--- src/rtl/pipe_stage_skid.sv ---
// Pipeline stage register with ready/valid handshake, 2-entry skid buffer,
// hazard bubble injection, flush and a saturating bubble counter.
module pipe_stage_skid #(
  parameter int unsigned                DATA_W    = 96,
  parameter int unsigned                CTRL_W    = 8,
  parameter int unsigned                INSTR_W   = 32,
  parameter int unsigned                PC_W      = 32,
  parameter logic [INSTR_W-1:0]         NOP_INSTR = INSTR_W'(32'h0000_0020),
  parameter int unsigned                CNT_W     = 16
) (
  input  logic               clk,
  input  logic               rst_n,
  input  logic               in_valid,
  output logic               in_ready,
  input  logic [DATA_W-1:0]  in_data,
  input  logic [CTRL_W-1:0]  in_ctrl,
  input  logic [INSTR_W-1:0] in_instr,
  input  logic [PC_W-1:0]    in_pc,
  input  logic               inject,
  input  logic               flush,
  output logic               out_valid,
  input  logic               out_ready,
  output logic [DATA_W-1:0]  out_data,
  output logic [CTRL_W-1:0]  out_ctrl,
  output logic [INSTR_W-1:0] out_instr,
  output logic [PC_W-1:0]    out_pc,
  output logic [1:0]         occupancy,
  output logic [CNT_W-1:0]   bubble_cnt
);

  typedef struct packed {
    logic [DATA_W-1:0]  data;
    logic [CTRL_W-1:0]  ctrl;
    logic [INSTR_W-1:0] instr;
    logic [PC_W-1:0]    pc;
  } entry_t;

  // State is the set of valid bits: main only, or main plus skid.
  typedef enum logic [1:0] {
    EMPTY = 2'b00,
    ONE   = 2'b01,
    FULL  = 2'b11
  } state_e;

  state_e             state_q, state_d;
  entry_t             main_q, main_d;
  entry_t             skid_q, skid_d;
  logic [CNT_W-1:0]   cnt_q, cnt_d;

  logic               accept;
  logic               pop;
  entry_t             in_entry;

  // Ready depends only on registered state (and reset), never on out_ready.
  assign in_ready  = rst_n & (state_q != FULL);
  assign out_valid = state_q[0];
  assign out_data  = main_q.data;
  assign out_ctrl  = main_q.ctrl;
  assign out_instr = main_q.instr;
  assign out_pc    = main_q.pc;
  assign occupancy = {state_q == FULL, state_q == ONE};
  assign bubble_cnt = cnt_q;

  assign accept = in_valid & in_ready;
  assign pop    = out_valid & out_ready;

  // Incoming entry, converted to a NOP slot (keeping its PC) on inject.
  always_comb begin
    in_entry.data  = in_data;
    in_entry.ctrl  = in_ctrl;
    in_entry.instr = in_instr;
    in_entry.pc    = in_pc;
    if (inject) begin
      in_entry.data  = '0;
      in_entry.ctrl  = '0;
      in_entry.instr = NOP_INSTR;
    end
  end

  // Next-state, storage moves and bubble counting.
  always_comb begin
    state_d = state_q;
    main_d  = main_q;
    skid_d  = skid_q;
    cnt_d   = cnt_q;

    if (flush) begin
      // Drop everything held; the PC on the output is left untouched.
      state_d      = EMPTY;
      main_d.data  = '0;
      main_d.ctrl  = '0;
      main_d.instr = NOP_INSTR;
      skid_d       = '{data: '0, ctrl: '0, instr: NOP_INSTR, pc: '0};
    end else begin
      if (accept && inject && (cnt_q != {CNT_W{1'b1}})) begin
        cnt_d = cnt_q + CNT_W'(1);
      end
      unique case (state_q)
        EMPTY: begin
          if (accept) begin
            main_d  = in_entry;
            state_d = ONE;
          end
        end
        ONE: begin
          if (accept && pop) begin
            main_d = in_entry;
          end else if (accept) begin
            skid_d  = in_entry;
            state_d = FULL;
          end else if (pop) begin
            main_d.data  = '0;
            main_d.ctrl  = '0;
            main_d.instr = NOP_INSTR;
            state_d      = EMPTY;
          end
        end
        FULL: begin
          if (pop) begin
            main_d  = skid_q;
            skid_d  = '{data: '0, ctrl: '0, instr: NOP_INSTR, pc: '0};
            state_d = ONE;
          end
        end
        default: state_d = EMPTY;
      endcase
    end
  end

  // State and storage registers with asynchronous clear.
  always_ff @(posedge clk or negedge rst_n) begin
    if (!rst_n) begin
      state_q <= EMPTY;
      main_q  <= '{data: '0, ctrl: '0, instr: NOP_INSTR, pc: '0};
      skid_q  <= '{data: '0, ctrl: '0, instr: NOP_INSTR, pc: '0};
      cnt_q   <= '0;
    end else begin
      state_q <= state_d;
      main_q  <= main_d;
      skid_q  <= skid_d;
      cnt_q   <= cnt_d;
    end
  end

endmodule

--- config.mk ---
export PLATFORM = sky130hd
export DESIGN_NAME = pipe_stage_skid
export DESIGN_NICKNAME = d
export VERILOG_FILES = /design/src/rtl/pipe_stage_skid.sv
export SDC_FILE = /design/constraint.sdc
export NUM_CORES = 1
export LEC_CHECK = 0
export BUFFER_PORTS_ARGS = -buffer_cell sky130_fd_sc_hd__buf_4
export CORE_UTILIZATION = 49
export DETAILED_ROUTE_END_ITERATION = 7
export GPL_TIMING_DRIVEN = 0
export PLACE_DENSITY = 0.88
export SLEW_MARGIN = 5
export SYNTH_ARGS = -nofsm -noshare
export SYNTH_HDL_FRONTEND = slang
export SYNTH_SLANG_ARGS = --single-unit
--- constraint.sdc ---
create_clock -name clk -period 2.1 [get_ports clk]
set_input_delay 0 -clock clk [delete_from_list [all_inputs] [get_ports clk]]
set_output_delay 0 -clock clk [all_outputs]
set_load 0.1 [all_outputs]
# Word-level counts from Yosys, hierarchy flattened

Index checks and enable logic that the tools add are counted.

Add/subtract/negate cells: 1
Eq/ne operators: 14
Mux-type cells: 20
Bitwise operators: 4
Reduce and logical (&&, ||, !) cells: 12

Operators by type and width:

| cell                                           | number |
|---|---|
| 2-to-1 mux 168 bit                             | 5 |
| 2-to-1 mux 136 bit                             | 5 |
| case mux 168 bit (3 select lines)              | 1 |
| case mux 168 bit (2 select lines)              | 1 |
| 2-to-1 mux 32 bit                              | 1 |
| adder 16 x 1 -> 16 bit (second input constant) | 1 |
| != test 16 bit (second input constant)         | 1 |
| 2-to-1 mux 2 bit                               | 6 |
| AND reduction 5 bit                            | 2 |
| != test 4 x 2 -> 1 bit (second input constant) | 2 |
| AND reduction 4 bit                            | 2 |
| != test 3 x 2 -> 1 bit (second input constant) | 2 |
| != test 3 bit (second input constant)          | 2 |
| case mux 2 bit (3 select lines)                | 1 |
| nonzero test 3 bit                             | 2 |
| != test 2 x 1 -> 1 bit (second input constant) | 2 |
| != test 2 bit (second input constant)          | 2 |
| != test 4 x 3 -> 1 bit (second input constant) | 1 |
| nonzero test 4 bit                             | 1 |
| bitwise AND 1 bit                              | 3 |
| logical AND 1 bit                              | 3 |
| == test 2 x 1 -> 1 bit (second input constant) | 1 |
| == test 2 bit (second input constant)          | 1 |
| logical NOT 2 bit                              | 1 |
| other kinds (2)                                | 2 |

Bits in registers: 354
Input bits: 174
Logic and storage cells: 61

# Logic depth before layout (Yosys ltp)

Gate-level depths: netlist of the first run.

Word-level depth: 7
Mapped depth: 11

# Worst setup path before layout of the first run

OpenSTA, ideal clock, no wires.

Path type: register to output
From: register state_q[0]
To: output in_ready
Data arrival time: 3.695 ns
Required time: 2.100 ns
Setup slack: -1.595 ns
Stages on the path, launching flop included: 7
Cells stage by stage: dfrtp_1 ha_1 buf_2 buf_2 buf_2 buf_1 nor2b_1

Cells in the longest elaborated chain, start to end: 2

Ends and longest elaborated chain:

| what                   | RTL line | RTL |
|---|---|---|
| start, declared        | 45       | `state_e state_q, state_d;` |
| start signal, assigned | 138      | `state_q <= state_d;` |
| != test 2 bit          | 55       | `assign in_ready = rst_n & (state_q != FULL);` |
| bitwise AND 1 bit      | 55       |  |
| end, declared          | 14       | `output logic in_ready,` |

No other way between the ends.

# Final worst setup path of the first run

From: register state_q[0]
To: register main_q (netlist bit out_data[39])

Cells in the longest elaborated chain, start to end: 7

Ends and longest elaborated chain:

| what                              | RTL line | RTL |
|---|---|---|
| != test 2 bit                     | 55       |  |
| bitwise AND 1 bit                 | 55       |  |
| bitwise AND 1 bit                 | 64       | `assign accept = in_valid & in_ready;` |
| logical AND 1 bit                 | 106      | `if (accept && pop) begin` |
| 2-to-1 mux 136 bit                | 106      |  |
| case mux 168 bit (3 select lines) | 98       | `unique case (state_q)` |
| 2-to-1 mux 136 bit                | 87       | `if (flush) begin` |
| end signal, assigned              | 134      | `main_q <= '{data: '0, ctrl: '0, instr: NOP_INSTR, pc: '0};` |
| end signal, assigned              | 139      | `main_q <= main_d;` |
| end, declared                     | 46       | `entry_t main_q, main_d;` |

Parallel ways exist; a longest one is shown, timed or not.
A chain may end at the register's enable or synchronous reset.

==> metrics, run 1 <==
status finished, violations left; failing checks hold timing, setup timing; CP Launch Type register; worst path required time 2.51 ns; synthesis-to-layout area growth 54.7%; Tot Pwr just under 30 mW; worst r2r src state_q[0]$_DFFE_PN0P_; share of cells above drive strength 1 37.7%; #FFs+latches synth around 350; DRT iter0 DRCs 2336; maximum number of pins on one net before global-route repair 121; Worst Hold Class input pin to asynchronous set/reset pin; Routed wire per std cell 26.9 microns; DRT Pass-1 Iters 6; GR Overflow Total 0; Die Ht 183 microns; via count 17000; Worst-Margin Slew between 0.8 and 0.9 ns; Total GRT Usage 39.3%; Final HPWL DP 35.9 mm; Reg2Reg Capture Point out_data[39]$_DFFE_PN0P_; fmax 0.430 GHz; maxcap violations 0; Placed Area 20100 sq um; clock tree from TritonCTS built; Seq/Total Area, Yosys between 50 and 60%; Max Slew Vio Count 0; post-synth top area cell dfrtp_1; PnR worst setup slack -0.226 ns; FFs w/ async S/R, synth 100%; first-pass GRT wire length 101 mm; CP Capture Type register; final wirelength 69.2 mm; part of the power in combinational logic a little under half; htree depth 2; Pint 15.9 mW; ANT nets after route 0; LEAKAGE ~11 nW; RSZ-0062 raised after global routing yes; site row count 66; synthesis warning total 0; post-route cell area 24900 sq um; critical path endpoint out_data[39]$_DFFE_PN0P_; WP data arrival about 2.7 ns; Die Wd 183 microns; final period utilization 111%; Psw about 13 mW; core area 32500 sq um; most frequent cells in the layout buf_4 (398), dfrtp_1 (349), dlygate4sd3_1 (176), inv_1 (169), nand4_1 (141); count of final hold-check violations ~180; Setup crit start state_q[0]$_DFFE_PN0P_; Max Fanout on Critical Path 10; Netlist cell types 51; Sequential Power Share 29.8%; Peak VDD IR 1280 uV; min Tclk post-route 2.33 ns; pwr dens 1170 nW/um^2; Hold Slack -0.574 ns; root buffer cell clkbuf_16; initial core utilization roughly half; worst reg-to-reg setup slack -0.23 ns; Ports 362; clock skew 0.0208 ns; Die Area 33600 sq um; most common library cell in the layout ignoring fill and taps buf_4; clk slew on worst S/H paths 0.07 ns; Max clock buf depth 3; port buffer count 360; Sink Count 354; Layout Nets 2270; Slew HR 45.2%; antenna violations before repair 6; gpl congestion roughly 0.92; top_reg_cell synth dfrtp_1; syn nets 1634; via/cell ratio 6.62; average cell area after synthesis 11.1 sq um; synthesized instance count 1455; Sw Ratio a little under half; synthesized cell area 16100 sq um; Setup Viol. Count Final ~320; pre-CTS setup slack -0.660 ns; post-synth top area share 54.6%; cts bufs inserted 38; DRC Markers 0; number of global-route vias before repair 17300; Post-synth EDFFs 0; Crit Path Class register to register; Clk Latency, worst-skew pair 0.52 ns; dominant cells by area after synthesis dfrtp_1 (55%), a32oi_1 (7.3%), nand4_1 (5.5%); R2R depth 8; Clock power frac 24.4%
layout make-up:
| class | instances | area [sq um] |
|---|---|---|
| sequential | 354 | 8870 |
| antenna | 5 | 12.5 |
| inverter | 172 | 648 |
| fill | 1714 | 7510 |
| clock inverter | 11 | 85.1 |
| multi-input combinational | 771 | 6660 |
| timing repair buffer | 601 | 5430 |
| clock buffer | 58 | 1210 |
| buffer | 153 | 1480 |
| tap | 442 | 553 |
cell usage after synthesis (all sizes together) (5+ instances only):
master and count:
dfrtp 352, nand4 141, o2bb2ai 135, a32oi 135, buf 69, ha 5
nor4 6, a21oi 14, o21ai 169, inv 172, nor2 10, nand2 6
xor2 10, nand3 39, clkbuf 89, mux2 33, a22o 32
timing repair:
item,in CTS,in global routing
pin swaps,8,7
gates resized for setup,151,146
endpoints found under the hold margin,533,73
cloned,13,4
endpoints found under the setup margin,335,339
hold buffers,173,5
buffers inserted,33,14
flip-flops by register name (all words and copies together) (netlist names):
register    cells
skid_q        168
out_pc         32
out_ctrl        8
out_data       96
out_instr      32
bubble_cnt     16
state_q         2
power by group through the flow:
stage	sequential (mW)	clock (mW)	combinational (mW)
floorplan	13.6	0	3.23
finish	8.68	7.09	13.3
CTS	8.51	6.95	12.5
global route	8.72	7.30	13.6
global placement	8.54	0	10.9
detailed placement	8.59	0	11.1
through the flow:
stage               util (%)  TNS [ns]  hold WS, ns  cells
finish                  76.9    -27.36       -0.574   2567
floorplan                  -    -57.86       -0.296   1455
detailed placement      62.0   -133.33     -0.00288   2260
global route            76.9    -43.40       -0.532   2565
CTS                     75.1    -11.60       -0.546   2544
global placement        61.7  -1897.93        0.240   2257
how the worst min path moves through the flow:
stage,depth (start not counted),from,end,slack (ns)
2_1_floorplan,0,rst_n,bubble_cnt[0]$_DFFE_PN0P_,-0.30
3_3_place_gp,3,in_pc[8],skid_q[8]$_DFFE_PN0P_,0.24
3_5_place_dp,1,rst_n,out_data[26]$_DFFE_PN0P_,-0.003
4_1_cts,1,rst_n,out_data[26]$_DFFE_PN0P_,-0.55
5_1_grt,1,rst_n,out_data[21]$_DFFE_PN0P_,-0.53
6_report,1,rst_n,out_data[21]$_DFFE_PN0P_,-0.57
worst max-delay path, stage by stage (launching register included):
cell,delay (ns)
dfrtp_4,0.45
clkbuf_8,0.15
buf_4,0.15
nand4_1,0.21
a21oi_4,0.30
buf_4,0.22
buf_2,0.24
a32oi_1,0.19
o2bb2ai_4,0.31
cell families after synthesis:
| group | synth area share, % |
|---|---|
| and+or+nand+nor | 8.30 |
| adders and majority gates | 0.388 |
| xor gates and xnor gates | 0.706 |
| muxes | 2.37 |
| DFF | 54.9 |
| AOI/OAI and AO/OA | 24.3 |
| buffers and inverters | 9.01 |
per-layer routing:
| metal | share of wire (%) | global-route usage (%) | up-vias | routed length [microns] |
|---|---|---|---|---|
| met1 | 34 | 46.4 | 8294 | 23800 |
| met2 | 48 | 65.0 | 1494 | 33400 |
| li1 | - | - | 6765 | - |
| met3 | 10 | 10.4 | 441 | 7060 |
| met5 | 0.052 | 0 | - | 36 |
| met4 | 7.0 | 22.0 | 6 | 4830 |
(Power assumes the default switching activity.)
==> run 2: changes to the inputs <==
CORE_UTILIZATION = 50   (was 49)
PLACE_DENSITY = 0.87   (was 0.88)
clock period = 2.85 ns   (was 2.1 ns; I/O delays follow)
==> run 2 against run 1 <==
Die area is 2.0% lower. Critical path depth is 5 higher. The flow now finishes without violations. Largest power group unchanged. Highest routed layer unchanged. Sequential cell count stayed put.
==> metrics, run 2 (synthesis results as in run 1) <==
Ports 362 (unchanged); most frequent CP cell buf_16; final period utilization between 90% and 100%; min-delay src flush; Max Slew Vio Count 0 (unchanged); maximum number of pins on one net before global-route repair 117 (-3.3%); final wirelength 60.6 mm (-12%); Reg2Reg Capture Point skid_q[60]$_DFFE_PN0P_; initial core utilization 51.0% (+1.3 points); worst hold path stage count 2; status complete, no violations; Filler cells 1957 (+14%); Die Ht 182 microns (-0.99%); Peak VDD IR 904 uV (-29%); clk slew on worst S/H paths 0.07 ns (about the same); CP Capture Type register; Clk Latency, worst-skew pair 0.53 ns (about the same); ANT nets after route 0 (unchanged); Final HPWL DP 35.4 mm (-1.4%); via count 15900 (-6.3%); most common library cell in the layout ignoring fill and taps buf_4; DRC Markers 0 (unchanged); Routed wire per std cell 24.5 microns (-9.1%); gpl congestion 0.887 (-3.7%); Placed Cells 2220 (-1.8%); clock tree from TritonCTS built; synthesis-to-layout area growth 41.5%; Max clock buf depth 3 (unchanged); Top reg by flops skid_q; Sequential Power Share 31.4% (+1.6 points); share of cells above drive strength 1 28.7% (-9.0 points); cts bufs inserted 38 (unchanged); Setup crit start rst_n; WP data arrival 3.19 ns (+0.45 ns); port buffer count 360 (unchanged); site row count 65 (-1.5%); via/cell ratio 6.44 (-2.8%); Worst Hold Class input pin to register; clock skew 0.0156 ns (-0.00514 ns); Psw 8.99 mW (-32%); non-filler cells, final 2474 (-3.6%); worst path required time 3.28 ns (+0.77 ns); min Tclk post-route roughly 2.8 ns; root buffer cell clkbuf_16; R2R depth 11 (+3); Die Wd 182 microns (-0.99%); pre-CTS setup slack -0.0564 ns (+0.604 ns); antenna violations before repair 5 (-1); Sw Ratio 44.7% (-0.65 points); number of global-route vias before repair 16200 (-6.1%); GR Overflow Total 0 (unchanged); DRT iter0 DRCs 1915 (-18%); Crit Path Class input pin to register; max reg flops 168 (unchanged); setup tns final 0 ns (+27.36 ns); DRT Pass-1 Iters 8 (+2); Slew HR 41.1% (-4.1 points); Hold EP state_q[1]$_DFFE_PN0P_; count of final hold-check violations 0 (-100%); part of the power in combinational logic 41.2% (-4.6 points); PnR worst setup slack 0.0959 ns (+0.322 ns); Clock power frac 27.4% (+3.0 points); pwr dens 881 nW/um^2 (-24%); worst stage delay on the critical path 0.58 ns (+0.13 ns); first-pass GRT wire length 92.1 mm (-9.0%); worst reg-to-reg setup slack 0.16 ns (+0.39 ns); Die Area 33000 sq um (-2.0%); Layout Nets 2219 (-2.2%); worst r2r src state_q[1]$_DFFE_PN0P_; maxcap violations 0 (unchanged); core area 31600 sq um (-2.5%); fmax between 0.3 and 0.4 GHz; Total GRT Usage 35.5% (-3.8 points); Pint 11.1 mW (-30%); Max Fanout on Critical Path 23 (+13); most frequent cells in the layout buf_4 (361), dfrtp_1 (351), dlygate4sd3_1 (173), inv_1 (171), o21ai_0 (142); Sink Count 354 (unchanged); Setup Viol. Count Final 0 (-100%); CP max stage cell dlygate4sd3_1; CP Launch Type input pin; LEAKAGE 10.2 nW (-8.4%); htree depth 2 (unchanged); Worst-Margin Slew 0.883 ns (+0.0614 ns); crit path cell chain dlygate4sd3_1, buf_8, buf_16, buf_16, buf_16, buf_16, buf_16, nand4_1, a21oi_4, buf_2, buf_2, a32oi_1, o2bb2ai_2
==> run 2: worst max path at each step <==
stage,end,depth (start not counted)
floorplan,out_pc[10]$_DFFE_PN0P_,7
global placement,out_instr[2]$_DFFE_PN0P_,7
detailed placement,skid_q[127]$_DFFE_PN0P_,8
CTS,out_instr[2]$_DFFE_PN0P_,7
global route,skid_q[60]$_DFFE_PN0P_,11
finish,out_instr[27]$_DFFE_PN0P_,13
==> run 2: power groups by stage <==
| stage | sequential [mW] | combinational [mW] | clock [mW] |
|---|---|---|---|
| 6_report | 6.31 | 8.27 | 5.51 |
| 5_1_grt | 6.36 | 8.54 | 5.72 |
| 4_1_cts | 6.23 | 8.03 | 5.44 |
| 3_5_place_dp | 6.30 | 7.78 | 0 |
| 3_3_place_gp | 6.27 | 7.65 | 0 |
| 2_1_floorplan | 9.99 | 2.02 | 0 |
==> run 2: layout make-up <==
type / instances / area (sq um) / share of cell area, %
sequential: 354 / 8860 / 38.8
multi-input combinational: 771 / 5840 / 25.6
timing repair buffer: 546 / 4770 / 20.9
clock buffer: 53 / 1150 / 5.05
buffer: 157 / 807 / 3.54
inverter: 172 / 646 / 2.83
tap: 402 / 503 / 2.20
clock inverter: 15 / 230 / 1.01
antenna: 4 / 10.0 / 0.0439
==> run 2: layer usage <==
layer  GRT usage, %  part of all wire, %  vias to the layer above
met2           58.0                   48                     1235
li1               -                    -                     6652
met3           9.21                   11                      283
met4           17.8                  5.7                        2
met1           43.7                   36                     7757
met5              0               0.0099                        -
==> run 2: critical path, delay by kind of cell <==
kind | cells | cell delay [ns]
simple gates | 1 | 0.19
compound gates | 3 | 0.98
buf+inv | 9 | 1.97
==> run 2: stage by stage <==
stage	util, %	cell area [sq um]	total power [mW]	hold slack [ns]
global placement	61.1	19300	13.9	0.237
global route	72.1	22800	20.6	0.0520
floorplan	-	16100	12.0	-0.296
finish	72.1	22800	20.1	0.0472
CTS	71.7	22700	19.7	-0.0734
detailed placement	61.4	19400	14.1	-0.0962
==> run 2: repair_timing <==
item,CTS,global route
endpoints found under the hold margin,575,102
buffers inserted,0,0
hold buffers,178,5
endpoints found under the setup margin,81,93
gates resized for setup,2,5
cloned,0,0
